==> src/rtl/hazard_unit_pkg.sv <==
// Shared pipeline definitions for the hazard unit and its neighbours.
//   - md_state_e : mult/div tracker FSM encoding
//   - MD_CNT_W   : width of the mult/div occupancy down-counter
//   - fwd_sel_e  : forwarding-mux select encoding used by the forwarding unit
//   - reg_match  : helper comparing a producer destination against a consumer
//                  source, never matching on register $0
package hazard_unit_pkg;

  localparam int MD_CNT_W = 4;

  typedef enum logic {
    IDLE    = 1'b0,
    MD_BUSY = 1'b1
  } md_state_e;

  typedef enum logic [1:0] {
    FWD_NONE = 2'b00,
    FWD_WB   = 2'b01,
    FWD_MEM  = 2'b10
  } fwd_sel_e;

  // $0 is hard-wired to zero, so a write to it can never feed a consumer.
  function automatic logic reg_match(input logic [4:0] dst, input logic [4:0] src);
    return (dst != 5'd0) && (dst == src);
  endfunction

endpackage

==> src/rtl/hazard_unit_if.sv <==
// Hazard unit signal bundle.
//   Inputs to the unit : ID register specifiers and decode flags, EX load info,
//                        branch resolution.
//   Outputs of the unit: pipeline enables/bubble/flush and mult/div status.
// modport slave  : the hazard unit itself.
// modport master : the pipeline (or a bench) that drives decode/EX info.
interface hazard_unit_if;
  logic [4:0] if_id_rs;
  logic [4:0] if_id_rt;
  logic       I_type;
  logic       id_muldiv;
  logic       id_uses_hilo;
  logic [4:0] id_ex_rt;
  logic       id_ex_memread;
  logic       branch_taken;

  logic       pc_write;
  logic       if_id_write;
  logic       id_ex_bubble;
  logic       if_id_flush;
  logic       muldiv_busy;
  logic       muldiv_done;

  modport slave (
    input  if_id_rs, if_id_rt, I_type, id_muldiv, id_uses_hilo,
           id_ex_rt, id_ex_memread, branch_taken,
    output pc_write, if_id_write, id_ex_bubble, if_id_flush,
           muldiv_busy, muldiv_done
  );

  modport master (
    output if_id_rs, if_id_rt, I_type, id_muldiv, id_uses_hilo,
           id_ex_rt, id_ex_memread, branch_taken,
    input  pc_write, if_id_write, id_ex_bubble, if_id_flush,
           muldiv_busy, muldiv_done
  );
endinterface

==> src/rtl/hazard_unit_muldiv_tracker.sv <==
// muldiv_tracker: tracks EX occupancy of a multi-cycle mult/div.
//   clk, rst_n : clock, synchronous active-low reset
//   launch     : a mult/div leaves ID this cycle (only honoured in IDLE)
//   busy       : high exactly while the FSM is in MD_BUSY
//   done       : one-cycle registered pulse in the cycle after the last busy cycle
// The launch cycle itself counts as the first occupancy cycle, so MD_BUSY
// lasts MULDIV_CYCLES-1 cycles.
module muldiv_tracker
  import hazard_unit_pkg::*;
#(
  parameter int MULDIV_CYCLES = 4
) (
  input  logic clk,
  input  logic rst_n,
  input  logic launch,
  output logic busy,
  output logic done
);

  localparam logic [MD_CNT_W-1:0] CNT_INIT = MD_CNT_W'(MULDIV_CYCLES - 1);
  localparam logic [MD_CNT_W-1:0] CNT_ONE  = MD_CNT_W'(1);

  md_state_e             state_q, state_d;
  logic [MD_CNT_W-1:0]   md_cnt_q, md_cnt_d;
  logic                  done_q, done_d;

  always_comb begin
    state_d  = state_q;
    md_cnt_d = md_cnt_q;
    done_d   = 1'b0;
    case (state_q)
      IDLE: begin
        if (launch) begin
          state_d  = MD_BUSY;
          md_cnt_d = CNT_INIT;
        end
      end
      MD_BUSY: begin
        md_cnt_d = md_cnt_q - CNT_ONE;
        if (md_cnt_q == CNT_ONE) begin
          state_d = IDLE;
          done_d  = 1'b1;
        end
      end
      default: begin
        state_d  = IDLE;
        md_cnt_d = '0;
      end
    endcase
  end

  always_ff @(posedge clk) begin
    if (!rst_n) begin
      state_q  <= IDLE;
      md_cnt_q <= '0;
      done_q   <= 1'b0;
    end else begin
      state_q  <= state_d;
      md_cnt_q <= md_cnt_d;
      done_q   <= done_d;
    end
  end

  assign busy = (state_q == MD_BUSY);
  assign done = done_q;

endmodule

==> src/rtl/hazard_unit.sv <==
// hazard_unit: pipeline stall/flush control.
//   clk, rst_n : clock, synchronous active-low reset
//   hz (slave) : ID/EX hazard inputs in, pc_write / if_id_write /
//                id_ex_bubble / if_id_flush / muldiv_busy / muldiv_done out
// Detects load-use and mult/div-busy hazards combinationally; a taken branch
// overrides any stall by flushing IF/ID and bubbling ID/EX.
module hazard_unit
  import hazard_unit_pkg::*;
#(
  parameter int MULDIV_CYCLES = 4
) (
  input  logic          clk,
  input  logic          rst_n,
  hazard_unit_if.slave  hz
);

  logic load_use;
  logic md_hazard;
  logic stall;
  logic launch;
  logic md_busy;
  logic md_done;

  logic pc_write_c;
  logic if_id_write_c;
  logic id_ex_bubble_c;
  logic if_id_flush_c;

  // rt is only a source for R-type; for I-type it is the destination.
  always_comb begin
    load_use = hz.id_ex_memread &&
               (reg_match(hz.id_ex_rt, hz.if_id_rs) ||
                (!hz.I_type && reg_match(hz.id_ex_rt, hz.if_id_rt)));
  end

  // While reset is asserted the unit behaves as if idle, so a stale MD_BUSY
  // state cannot hold the pipeline.
  assign md_hazard = rst_n && md_busy && (hz.id_muldiv || hz.id_uses_hilo);
  assign stall     = (load_use || md_hazard) && !hz.branch_taken;

  // A branch squashes an unlaunched mult/div in ID; one already in flight
  // keeps counting inside the tracker.
  assign launch = hz.id_muldiv && !stall && !hz.branch_taken;

  muldiv_tracker #(
    .MULDIV_CYCLES (MULDIV_CYCLES)
  ) u_muldiv_tracker (
    .clk    (clk),
    .rst_n  (rst_n),
    .launch (launch),
    .busy   (md_busy),
    .done   (md_done)
  );

  always_comb begin
    pc_write_c     = 1'b1;
    if_id_write_c  = 1'b1;
    id_ex_bubble_c = 1'b0;
    if_id_flush_c  = 1'b0;
    if (hz.branch_taken) begin
      if_id_flush_c  = 1'b1;
      id_ex_bubble_c = 1'b1;
    end else if (stall) begin
      pc_write_c     = 1'b0;
      if_id_write_c  = 1'b0;
      id_ex_bubble_c = 1'b1;
    end
  end

  assign hz.pc_write     = pc_write_c;
  assign hz.if_id_write  = if_id_write_c;
  assign hz.id_ex_bubble = id_ex_bubble_c;
  assign hz.if_id_flush  = if_id_flush_c;
  assign hz.muldiv_busy  = md_busy;
  assign hz.muldiv_done  = md_done;

endmodule

==> src/flat_wrapper.sv <==
// flat-port wrapper written by rule: the top's interface ports become plain ports
module hazard_unit_flat import hazard_unit_pkg::*;
#(
  parameter int MULDIV_CYCLES = 4
)
  (clk, rst_n, hz_if_id_rs, hz_if_id_rt, hz_I_type, hz_id_muldiv, hz_id_uses_hilo, hz_id_ex_rt, hz_id_ex_memread, hz_branch_taken, hz_pc_write, hz_if_id_write, hz_id_ex_bubble, hz_if_id_flush, hz_muldiv_busy, hz_muldiv_done);
  hazard_unit_if hz_i ();
  input  logic clk;
  input  logic rst_n;
  input wire logic [$bits(hz_i.if_id_rs)-1:0] hz_if_id_rs;
  input wire logic [$bits(hz_i.if_id_rt)-1:0] hz_if_id_rt;
  input wire logic [$bits(hz_i.I_type)-1:0] hz_I_type;
  input wire logic [$bits(hz_i.id_muldiv)-1:0] hz_id_muldiv;
  input wire logic [$bits(hz_i.id_uses_hilo)-1:0] hz_id_uses_hilo;
  input wire logic [$bits(hz_i.id_ex_rt)-1:0] hz_id_ex_rt;
  input wire logic [$bits(hz_i.id_ex_memread)-1:0] hz_id_ex_memread;
  input wire logic [$bits(hz_i.branch_taken)-1:0] hz_branch_taken;
  output wire logic [$bits(hz_i.pc_write)-1:0] hz_pc_write;
  output wire logic [$bits(hz_i.if_id_write)-1:0] hz_if_id_write;
  output wire logic [$bits(hz_i.id_ex_bubble)-1:0] hz_id_ex_bubble;
  output wire logic [$bits(hz_i.if_id_flush)-1:0] hz_if_id_flush;
  output wire logic [$bits(hz_i.muldiv_busy)-1:0] hz_muldiv_busy;
  output wire logic [$bits(hz_i.muldiv_done)-1:0] hz_muldiv_done;
  assign hz_i.if_id_rs = hz_if_id_rs;
  assign hz_i.if_id_rt = hz_if_id_rt;
  assign hz_i.I_type = hz_I_type;
  assign hz_i.id_muldiv = hz_id_muldiv;
  assign hz_i.id_uses_hilo = hz_id_uses_hilo;
  assign hz_i.id_ex_rt = hz_id_ex_rt;
  assign hz_i.id_ex_memread = hz_id_ex_memread;
  assign hz_i.branch_taken = hz_branch_taken;
  assign hz_pc_write = hz_i.pc_write;
  assign hz_if_id_write = hz_i.if_id_write;
  assign hz_id_ex_bubble = hz_i.id_ex_bubble;
  assign hz_if_id_flush = hz_i.if_id_flush;
  assign hz_muldiv_busy = hz_i.muldiv_busy;
  assign hz_muldiv_done = hz_i.muldiv_done;
  hazard_unit #(.MULDIV_CYCLES(MULDIV_CYCLES)) u_core (.clk(clk), .rst_n(rst_n), .hz(hz_i));
endmodule
==> config.mk <==
export PLATFORM = sky130hd
export DESIGN_NAME = hazard_unit_flat
export DESIGN_NICKNAME = d
export VERILOG_FILES = /design/src/rtl/hazard_unit_pkg.sv /design/src/rtl/hazard_unit_if.sv /design/src/rtl/hazard_unit_muldiv_tracker.sv /design/src/rtl/hazard_unit.sv /design/src/flat_wrapper.sv
export SDC_FILE = /design/constraint.sdc
export NUM_CORES = 1
export LEC_CHECK = 0
export ABC_AREA = 1
export CAP_MARGIN = 5
export CORE_MARGIN = 1
export CORE_UTILIZATION = 40
export CTS_BUF_LIST = sky130_fd_sc_hd__clkbuf_2 sky130_fd_sc_hd__clkbuf_4 sky130_fd_sc_hd__clkbuf_8
export CTS_CLUSTER_SIZE = 8
export DETAILED_ROUTE_END_ITERATION = 8
export PLACE_DENSITY_LB_ADDON = 0.1
export SLEW_MARGIN = 20
export SYNTH_ARGS = -nofsm -noshare
export SYNTH_HDL_FRONTEND = slang
export SYNTH_SLANG_ARGS = --single-unit
==> constraint.sdc <==
create_clock -name clk -period 2.05 [get_ports clk]
set_clock_uncertainty 0.2 [all_clocks]
set_input_delay 0.615 -clock clk [delete_from_list [all_inputs] [get_ports clk]]
set_output_delay 0.615 -clock clk [all_outputs]
set_load 0.01 [all_outputs]
== Word level (Yosys, flattened, before mapping) ==
Cells that the tools add are included.

* $add $sub $neg: 1
* Reduce and logical (&&, ||, !) cells: 17
* Bitwise gates (word level): 1
* Eq/ne operators: 4
* Muxes and demuxes: 11

{| class="wikitable"
|+ Operators by type and width
! operator !! count
|-
| $eq 5x5->1 || 2
|-
| $logic_and 1x1->1 || 9
|-
| $mux 1 || 8
|-
| $pmux 4 s2 || 1
|-
| $reduce_bool 5->1 || 1
|-
| $eq 4x1->1 const B || 1
|-
| $mux 4 || 1
|-
| $sub 4x1->4 const B || 1
|-
| $logic_not 1->1 || 3
|-
| $logic_or 1x1->1 || 3
|-
| $ne 2x1->1 const B || 1
|-
| $pmux 1 s2 || 1
|-
| $reduce_and 2->1 || 1
|-
| $not 1->1 || 1
|}

* Word-level logic and storage cells: 37
* Output and inout bits: 6
* Input port bits: 22
* Bits in registers: 6

== Depth between registers and ports, before layout ==
Gate-level depths: netlist of run 1.

* Word-level depth: 12
* Depth in mapped cells: 11
* Gate-level depth less buffers: 11

== Hierarchy ==
Synthesis of run 1 repeated with hierarchy kept, for this count alone.

* Cells, all modules: 103
* Area total of the unflattened synthesis: 574.3 µm²

{| class="wikitable"
|+ Modules (own cells, without submodules)
! module !! cells an instance !! area an instance (µm²) !! sequential area each (µm²) !! instances
|-
| hazard_unit || 64 || 294.0 || 0.0 || 1
|-
| muldiv_tracker || 39 || 280.3 || 120.1 || 1
|}

== Least setup slack after synthesis of run 1 ==
No wires, ideal clock.

* Path kind: input-to-output
* Start point: input hz_id_ex_rt[3]
* End point: output hz_pc_write
* Slack: -0.093 ns
* Required time: 1.235 ns
* Arrival time: 1.328 ns
* Cell stages on the path: 10
* Path buffers: 1
* Path through: inv_2 nand2_1 nand2_1 nor2_1 nand3_1 nand2_1 nand2_2 nand2_1 nand2_1 buf_4

* Cells in the longest elaborated chain, start to end: 9
* Elaborated cells on any way between the ends: 12
* Classes of those cells: eq/ne: 2; mux: 2; reduce/logical: 8

{| class="wikitable"
|+ RTL lines
! element !! line !! source
|-
| from (decl) || flat_wrapper.sv:15 || <nowiki>input wire logic [$bits(hz_i.id_ex_rt)-1:0] hz_id_ex_rt;</nowiki>
|-
| $eq 5x5->1 or $reduce_bool 5->1 (tied branches) || hazard_unit_pkg.sv:24 || <nowiki>return (dst != 5'd0) && (dst == src);</nowiki>
|-
| $logic_and 1x1->1 || hazard_unit_pkg.sv:24 ||
|-
| $logic_and 1x1->1 || hazard_unit.sv:33 || <nowiki>(!hz.I_type && reg_match(hz.id_ex_rt, hz.if_id_rt)));</nowiki>
|-
| $logic_or 1x1->1 * || hazard_unit.sv:32 || <nowiki>(reg_match(hz.id_ex_rt, hz.if_id_rs) ||</nowiki>
|-
| $logic_and 1x1->1 * || hazard_unit.sv:31 || <nowiki>load_use = hz.id_ex_memread &&</nowiki>
|-
| $logic_or 1x1->1 * || hazard_unit.sv:39 || <nowiki>assign stall = (load_use || md_hazard) && !hz.branch_taken;</nowiki>
|-
| $logic_and 1x1->1 * || hazard_unit.sv:39 ||
|-
| $mux 1 * (2 in a row) || n/a ||
|-
| to (decl) || flat_wrapper.sv:18 || <nowiki>output wire logic [$bits(hz_i.pc_write)-1:0] hz_pc_write;</nowiki>
|}

Every way passes the cells marked *; elsewhere a longest branch is shown, timed or not.

== Worst setup path after layout of run 1 ==
* Start point: input hz_if_id_rs[4]
* End point: output hz_if_id_write

* Cells in the longest elaborated chain, start to end: 8

{| class="wikitable"
|+ RTL lines
! element !! line !! source
|-
| from (decl) || flat_wrapper.sv:10 || <nowiki>input wire logic [$bits(hz_i.if_id_rs)-1:0] hz_if_id_rs;</nowiki>
|-
| $eq 5x5->1 || hazard_unit_pkg.sv:24 ||
|-
| $logic_and 1x1->1 || hazard_unit_pkg.sv:24 ||
|-
| $logic_or 1x1->1 || hazard_unit.sv:32 ||
|-
| $logic_and 1x1->1 || hazard_unit.sv:31 ||
|-
| $logic_or 1x1->1 || hazard_unit.sv:39 ||
|-
| $logic_and 1x1->1 || hazard_unit.sv:39 ||
|-
| $mux 1 || hazard_unit.sv:63 || <nowiki>end else if (stall) begin</nowiki>
|-
| $mux 1 || hazard_unit.sv:60 || <nowiki>if (hz.branch_taken) begin</nowiki>
|-
| to (decl) || flat_wrapper.sv:19 || <nowiki>output wire logic [$bits(hz_i.if_id_write)-1:0] hz_if_id_write;</nowiki>
|}

No other way between the ends.

==> impl_metrics.env, run 1 <==
export IMPL_status="finished, violations left"
export IMPL_violations="setup timing"
export IMPL_yosysMostFrequentCell="nand2_1"
export IMPL_rsz0062_at_grt="yes"
export IMPL_setup_viol_count_final=3
export IMPL_coreArea_sq_mm=0.001301
export IMPL_synth_area_leaders="nand2_1, dfxtp_1, inv_1"
export IMPL_synth_edf_count=0
export IMPL_fill_cells=119
export IMPL_slew_viol_final=0
export IMPL_tightest_slew_ps=195.9
export IMPL_period_minus_slack_ps=2235
export IMPL_crit_required_ps=1230
export IMPL_fin_nets=159
export IMPL_start_kind="primary input"
export IMPL_port_buffers=27
export IMPL_drt_antenna_violating_nets=0
export IMPL_postPlaceCellArea_sq_um=903.4
export IMPL_seq_area_frac_synth_pct=21.48
export IMPL_firstDrtPassIters=4
export IMPL_syn_num_nets=123
export IMPL_grt_pass1_wl_mm=2.049
export IMPL_worstReg2RegEnd="u_core.u_muldiv_tracker.md_cnt_q[0]$_SDFFE_PN0P_"
export IMPL_p_leak_nw=0.5561
export IMPL_syn_avg_cell_area_sq_um=5.649
export IMPL_rows=13
export IMPL_io_pins=28
export IMPL_synthesis_area_sq_um=559.3
export IMPL_dieArea_sq_mm=0.001552
export IMPL_fin_area_sq_um=934.6
export IMPL_antenna_found_initial=0
export IMPL_worst_setup_path_type="in2out"
export IMPL_synth_top_area_cell="nand2_1"
export IMPL_power_mw=0.4041
export IMPL_clock_latency_ps=250
export IMPL_cts_buffers=3
export IMPL_synth_cell_types=18
export IMPL_grt_max_degree=7
export IMPL_drt_total_wl_mm=1.394
export IMPL_ys_top_cells_by_count="nand2_1, inv_1, nor2_1"
export IMPL_p_per_area_mw_per_mm2=432.3
export IMPL_synthCells=99
export IMPL_via_per_inst=4.642
export IMPL_clock_path_buffers=2
export IMPL_dominantRegCellSynth="dfxtp_1"
export IMPL_startpoint="hz_if_id_rs[4]"
export IMPL_hold_path_class="reg2reg"
export IMPL_synth_seq_cells=6
export IMPL_area_growth_pct=67.11
export IMPL_rr_startpoint="u_core.u_muldiv_tracker.busy$_SDFF_PN0_"
export IMPL_clock_sinks=6
export IMPL_diodes=0
export IMPL_max_freq_mhz=447.5
export IMPL_die_w_microns=39.39
export IMPL_cts_max_level=1
export IMPL_maxSlewHeadroom_pct=86.90
export IMPL_ff2ff_setup_slack_ps=780
export IMPL_routabilityCongestion=0.7505
export IMPL_drive_gt1_share_pct=38.35
export IMPL_yosys_warnings=0
export IMPL_grt_remaining_overflow=0
export IMPL_async_reset_ff_share_pct=0
export IMPL_dr_first_iter_drc_count=10
export IMPL_drcViolationCount=0
export IMPL_post_cts_buffers=0
export IMPL_cap_violations=0
export IMPL_clock_root_buffer="clkbuf_4"
export IMPL_min_period_over_period_pct=109.0
export IMPL_routedWlPerCell_microns=9.419
export IMPL_cp_data_arrival_time_ps=1420
export IMPL_start_util_pct=42.98
export IMPL_ir_drop_mv=0.4440
export IMPL_hpwlAfterDp_mm=1.078
export IMPL_grt_pass1_vias=556
export IMPL_fin_ws_ps=-184.5
export IMPL_die_y_microns=39.39
export IMPL_crit_path_end_kind="primary output"
export IMPL_yosysTopAreaCellShare_pct=22.15
export IMPL_hold_viol_final=0
export IMPL_pre_cts_slack_ps=-1077
export IMPL_cts_tree="built"
export IMPL_clk_pin_slew_ps=40
export IMPL_cp_max_fo=3
export IMPL_grt_usage_pct=19.17
export IMPL_via_count=687
export IMPL_cp_endpoint="hz_if_id_write"
export IMPL_worst_r2r_path_depth=6
per-stage QoR:
step	std cells	setup TNS, ps	util, %	hold WS (ps)
final	148	-514.2	71.83	290.7
after global routing	148	-753.1	71.83	337.7
after CTS	149	-970.9	69.04	289.1
after detailed placement	146	-5230	69.42	273.8
after global placement	146	-5068	69.42	277.9
after floorplan	99	-59.05	-	249.4
state kept, by name, indices dropped and copies added (netlist names):
| register | count |
|---|---|
| u_core.u_muldiv_tracker.done | 1 |
| u_core.u_muldiv_tracker.busy | 1 |
| u_core.u_muldiv_tracker.md_cnt_q | 4 |
power by group:
| part | leakage, nW | switching (mW) | internal, mW |
|---|---|---|---|
| logic | 0.493 | 0.0776 | 0.0806 |
| clock network | 0.0138 | 0.0441 | 0.0663 |
| registers | 0.0493 | 0.00872 | 0.127 |
| total | 0.556 | 0.130 | 0.274 |
kinds of logic (layout without fill, tap and decap cells):
logic type / after synthesis / after routing / synth area share (%)
AO/OA/AOI/OAI: 10 / 10 / 10.29
AND/OR/NAND/NOR: 53 / 53 / 41.83
adder cells (fa/ha/maj): 2 / 2 / 4.474
flip-flops: 6 / 6 / 21.48
buffers and inverters: 26 / 60 / 18.79
XOR/XNOR: 2 / 2 / 3.133
per-layer routing:
metal,vias up,track usage (%),routed length (microns)
li1,367,-,-
met1,294,23.89,593
met4,0,0,0
met3,0,5.682,114
met5,-,0,0
met2,26,34.17,687
cells in the final DEF (no fill, tap or decap), drive strengths merged:
master,Yosys,final
dlygate4sd2,0,2
clkbuf,0,9
inv,24,24
clkdlybuf4s50,0,1
o211ai,1,1
nand2,35,35
clkdlybuf4s15,0,1
nand3,7,7
dlymetal6s2s,0,4
nor3,1,1
xnor2,1,1
o21ai,4,4
nor2,8,8
a21oi,5,5
buf,2,19
ha,2,2
nand4,2,2
xor2,1,1
dfxtp,6,6
worst min path at each step:
stage                                                                start                                                to  depth (start not counted)
final                     u_core.u_muldiv_tracker.md_cnt_q[1]$_SDFFE_PN0P_  u_core.u_muldiv_tracker.md_cnt_q[1]$_SDFFE_PN0P_                          2
after CTS                 u_core.u_muldiv_tracker.md_cnt_q[1]$_SDFFE_PN0P_  u_core.u_muldiv_tracker.md_cnt_q[1]$_SDFFE_PN0P_                          2
after floorplan           u_core.u_muldiv_tracker.md_cnt_q[1]$_SDFFE_PN0P_  u_core.u_muldiv_tracker.md_cnt_q[1]$_SDFFE_PN0P_                          2
after detailed placement  u_core.u_muldiv_tracker.md_cnt_q[1]$_SDFFE_PN0P_  u_core.u_muldiv_tracker.md_cnt_q[1]$_SDFFE_PN0P_                          2
after global placement    u_core.u_muldiv_tracker.md_cnt_q[1]$_SDFFE_PN0P_  u_core.u_muldiv_tracker.md_cnt_q[1]$_SDFFE_PN0P_                          2
after global routing      u_core.u_muldiv_tracker.md_cnt_q[1]$_SDFFE_PN0P_  u_core.u_muldiv_tracker.md_cnt_q[1]$_SDFFE_PN0P_                          2
critical path, stage by stage:
cell	delay [ps]
clkdlybuf4s15_1	180
xnor2_1	150
nand3_1	80
nand2_1	80
nand2_2	70
nand2_2	70
nand2_2	60
buf_6	120
layout make-up:
| type | instances | area (sq um) | share of cell area (%) |
|---|---|---|---|
| repair buffers | 33 | 299.0 | 31.99 |
| clock buffers | 3 | 22.52 | 2.410 |
| inverters | 24 | 105.1 | 11.25 |
| flip-flops and latches | 6 | 120.1 | 12.85 |
| multi-input cells | 67 | 369.1 | 39.49 |
| well taps | 15 | 18.77 | 2.008 |
repair_timing:
| item | CTS | global route |
|---|---|---|
| pin swaps | 17 | 20 |
| gates cloned | 0 | 0 |
| gates resized for setup | 67 | 40 |
| hold buffers | 0 | 0 |
| setup endpoints to repair | 9 | 4 |
(Power assumes the default switching activity.)
==> inputs of run 2 (changes only) <==
--- a/config.mk
+++ b/config.mk
@@ -13,6 +13,7 @@
 export CTS_CLUSTER_SIZE = 8
 export DETAILED_ROUTE_END_ITERATION = 8
 export PLACE_DENSITY_LB_ADDON = 0.1
+export SETUP_SLACK_MARGIN = 0.05
 export SLEW_MARGIN = 20
 export SYNTH_ARGS = -nofsm -noshare
 export SYNTH_HDL_FRONTEND = slang
==> run 2 against run 1 <==
Net effect:
- the flow still finishes with violations (setup timing)
- setup slack improved by 1.4 ps
- sequential cell count did not move
- register-to-register slack barely moved
- routed wire length barely moved
- via count rose by 0.15%
- total power fell by 0.10%
- worst hold slack did not move
- maximum frequency barely moved
- sequential power barely moved
- non-clock buffer count did not move
- critical path type unchanged
- critical endpoint unchanged
- highest routed layer unchanged
==> impl_metrics.env, run 2 (synthesis results as in run 1) <==
export IMPL_status="finished, violations left"
export IMPL_violations="setup timing"
export IMPL_cts_buffers=3
export IMPL_slew_viol_final=0
export IMPL_start_util_pct=42.98
export IMPL_die_y_microns=39.39
export IMPL_largest_reg_flops=4
export IMPL_setup_viol_count_final=3
export IMPL_port_buffers=27
export IMPL_crit_chain="clkdlybuf4s15_1 -> xnor2_1 -> nand3_1 -> nand2_1 -> nand2_2 -> nand2_2 -> nand2_2 -> buf_6"
export IMPL_post_cts_buffers=0
export IMPL_p_per_area_mw_per_mm2=433.6
export IMPL_cpPeakStageDelay_ps=180
export IMPL_hpwlAfterDp_mm=1.078
export IMPL_final_util_pct=71.54
export IMPL_fin_nets=159
export IMPL_top_register="u_core.u_muldiv_tracker.md_cnt_q"
export IMPL_hold_path_class="reg2reg"
export IMPL_rows=13
export IMPL_slowest_stage="clkdlybuf4s15_1"
export IMPL_via_per_inst=4.649
export IMPL_start_kind="primary input"
export IMPL_period_minus_slack_ps=2233
export IMPL_p_leak_nw=0.5483
export IMPL_cts_hold_buf=0
export IMPL_postPlaceCellArea_sq_um=903.4
export IMPL_worst_setup_path_type="in2out"
export IMPL_antenna_found_initial=0
export IMPL_grt_remaining_overflow=0
export IMPL_routedWlPerCell_microns=9.412
export IMPL_rsz0062_at_grt="yes"
export IMPL_clock_root_buffer="clkbuf_4"
export IMPL_drt_total_wl_mm=1.393
export IMPL_tightest_slew_ps=195.9
export IMPL_cp_data_arrival_time_ps=1420
export IMPL_cp_max_fo=3
export IMPL_dieArea_sq_mm=0.001552
export IMPL_crit_top_cell="nand2_2"
export IMPL_cts_max_level=1
export IMPL_clock_sinks=6
export IMPL_grt_usage_pct=19.17
export IMPL_critPathBufInv=2
export IMPL_firstDrtPassIters=4
export IMPL_drcViolationCount=0
export IMPL_max_freq_mhz=447.8
export IMPL_clock_latency_ps=250
export IMPL_fin_ws_ps=-183.1
export IMPL_coreArea_sq_mm=0.001301
export IMPL_dr_first_iter_drc_count=10
export IMPL_final_cell_mix="nand2_1, inv_1, nand2_2"
export IMPL_crit_family="simple AND/OR/NAND/NOR gates"
export IMPL_io_pins=28
export IMPL_grt_max_degree=7
export IMPL_drive_gt1_share_pct=38.35
export IMPL_crit_path_end_kind="primary output"
export IMPL_diodes=0
export IMPL_cap_violations=0
export IMPL_routabilityCongestion=0.7505
export IMPL_ir_drop_mv=0.4440
export IMPL_grt_pass1_vias=556
export IMPL_area_growth_pct=66.44
export IMPL_cts_tree="built"
export IMPL_hold_viol_final=0
export IMPL_clk_pin_slew_ps=40
export IMPL_power_mw=0.4037
export IMPL_grt_pass1_wl_mm=2.049
export IMPL_clock_path_buffers=2
export IMPL_fin_area_sq_um=930.9
export IMPL_crit_required_ps=1230
export IMPL_drt_antenna_violating_nets=0
export IMPL_maxSlewHeadroom_pct=86.90
export IMPL_die_w_microns=39.39
export IMPL_via_count=688
export IMPL_mostFrequentLayoutCell="nand2_1"
export IMPL_min_period_over_period_pct=108.9
[run 2: cell count changes in the layout (fill, tap and decap cells not counted), sizes merged]
cell and change:
dlygate4sd2 +1, dlymetal6s2s -1
[run 2: metal layers]
metal  GRT usage, %  part of all wire [%]
met5              0                     0
met4              0                     0
met3          5.682                   8.2
met2          34.17                    49
met1          23.89                    43
[run 2: path summary, 6_finish.rpt]
path | startpoint | endpoint | slack [ps] | cells after the start
setup reg to reg | u_core.u_muldiv_tracker.busy$_SDFF_PN0_ | u_core.u_muldiv_tracker.md_cnt_q[0]$_SDFFE_PN0P_ | 780 | 6
hold / removal | u_core.u_muldiv_tracker.md_cnt_q[1]$_SDFFE_PN0P_ | u_core.u_muldiv_tracker.md_cnt_q[1]$_SDFFE_PN0P_ | 290 | 2
hold reg to reg | u_core.u_muldiv_tracker.md_cnt_q[1]$_SDFFE_PN0P_ | u_core.u_muldiv_tracker.md_cnt_q[1]$_SDFFE_PN0P_ | 290 | 2
setup / recovery | hz_if_id_rs[4] | hz_if_id_write | -180 | 8
[run 2: what timing repair did]
item                                    CTS  global route
endpoints found under the setup margin   10             3
pin swaps                                17            20
resized for setup                        71            36
[run 2: final cells by class]
type | count | area (sq um)
Fill cell | 121 | 370.4
Multi-Input combinational cell | 67 | 369.1
Sequential cell | 6 | 120.1
Timing Repair Buffer | 33 | 295.3
Tap cell | 15 | 18.77
Inverter | 24 | 105.1
Clock buffer | 3 | 22.52
[run 2: worst min-delay path, stage by stage, from the launching register on]
cell and delay (ps):
dfxtp_1 350, o21ai_1 80, inv_1 40
[run 2: where the power goes]
part	switching, mW	total, mW	internal, mW
Combinational	0.0776	0.158	0.0803
Sequential	0.00872	0.135	0.127
Clock	0.0441	0.110	0.0663
[run 2: stage by stage]
step           hold slack [ps]  TNS, ps  setup WS, ps  instances
2_1_floorplan            249.4   -59.05        -59.05         99
3_3_place_gp             277.9    -5068         -1040        146
3_5_place_dp             273.8    -5230         -1077        146
4_1_cts                  289.1   -832.3        -281.1        149
5_1_grt                  337.7   -753.1        -267.2        148
6_report                 290.7   -511.4        -183.1        148
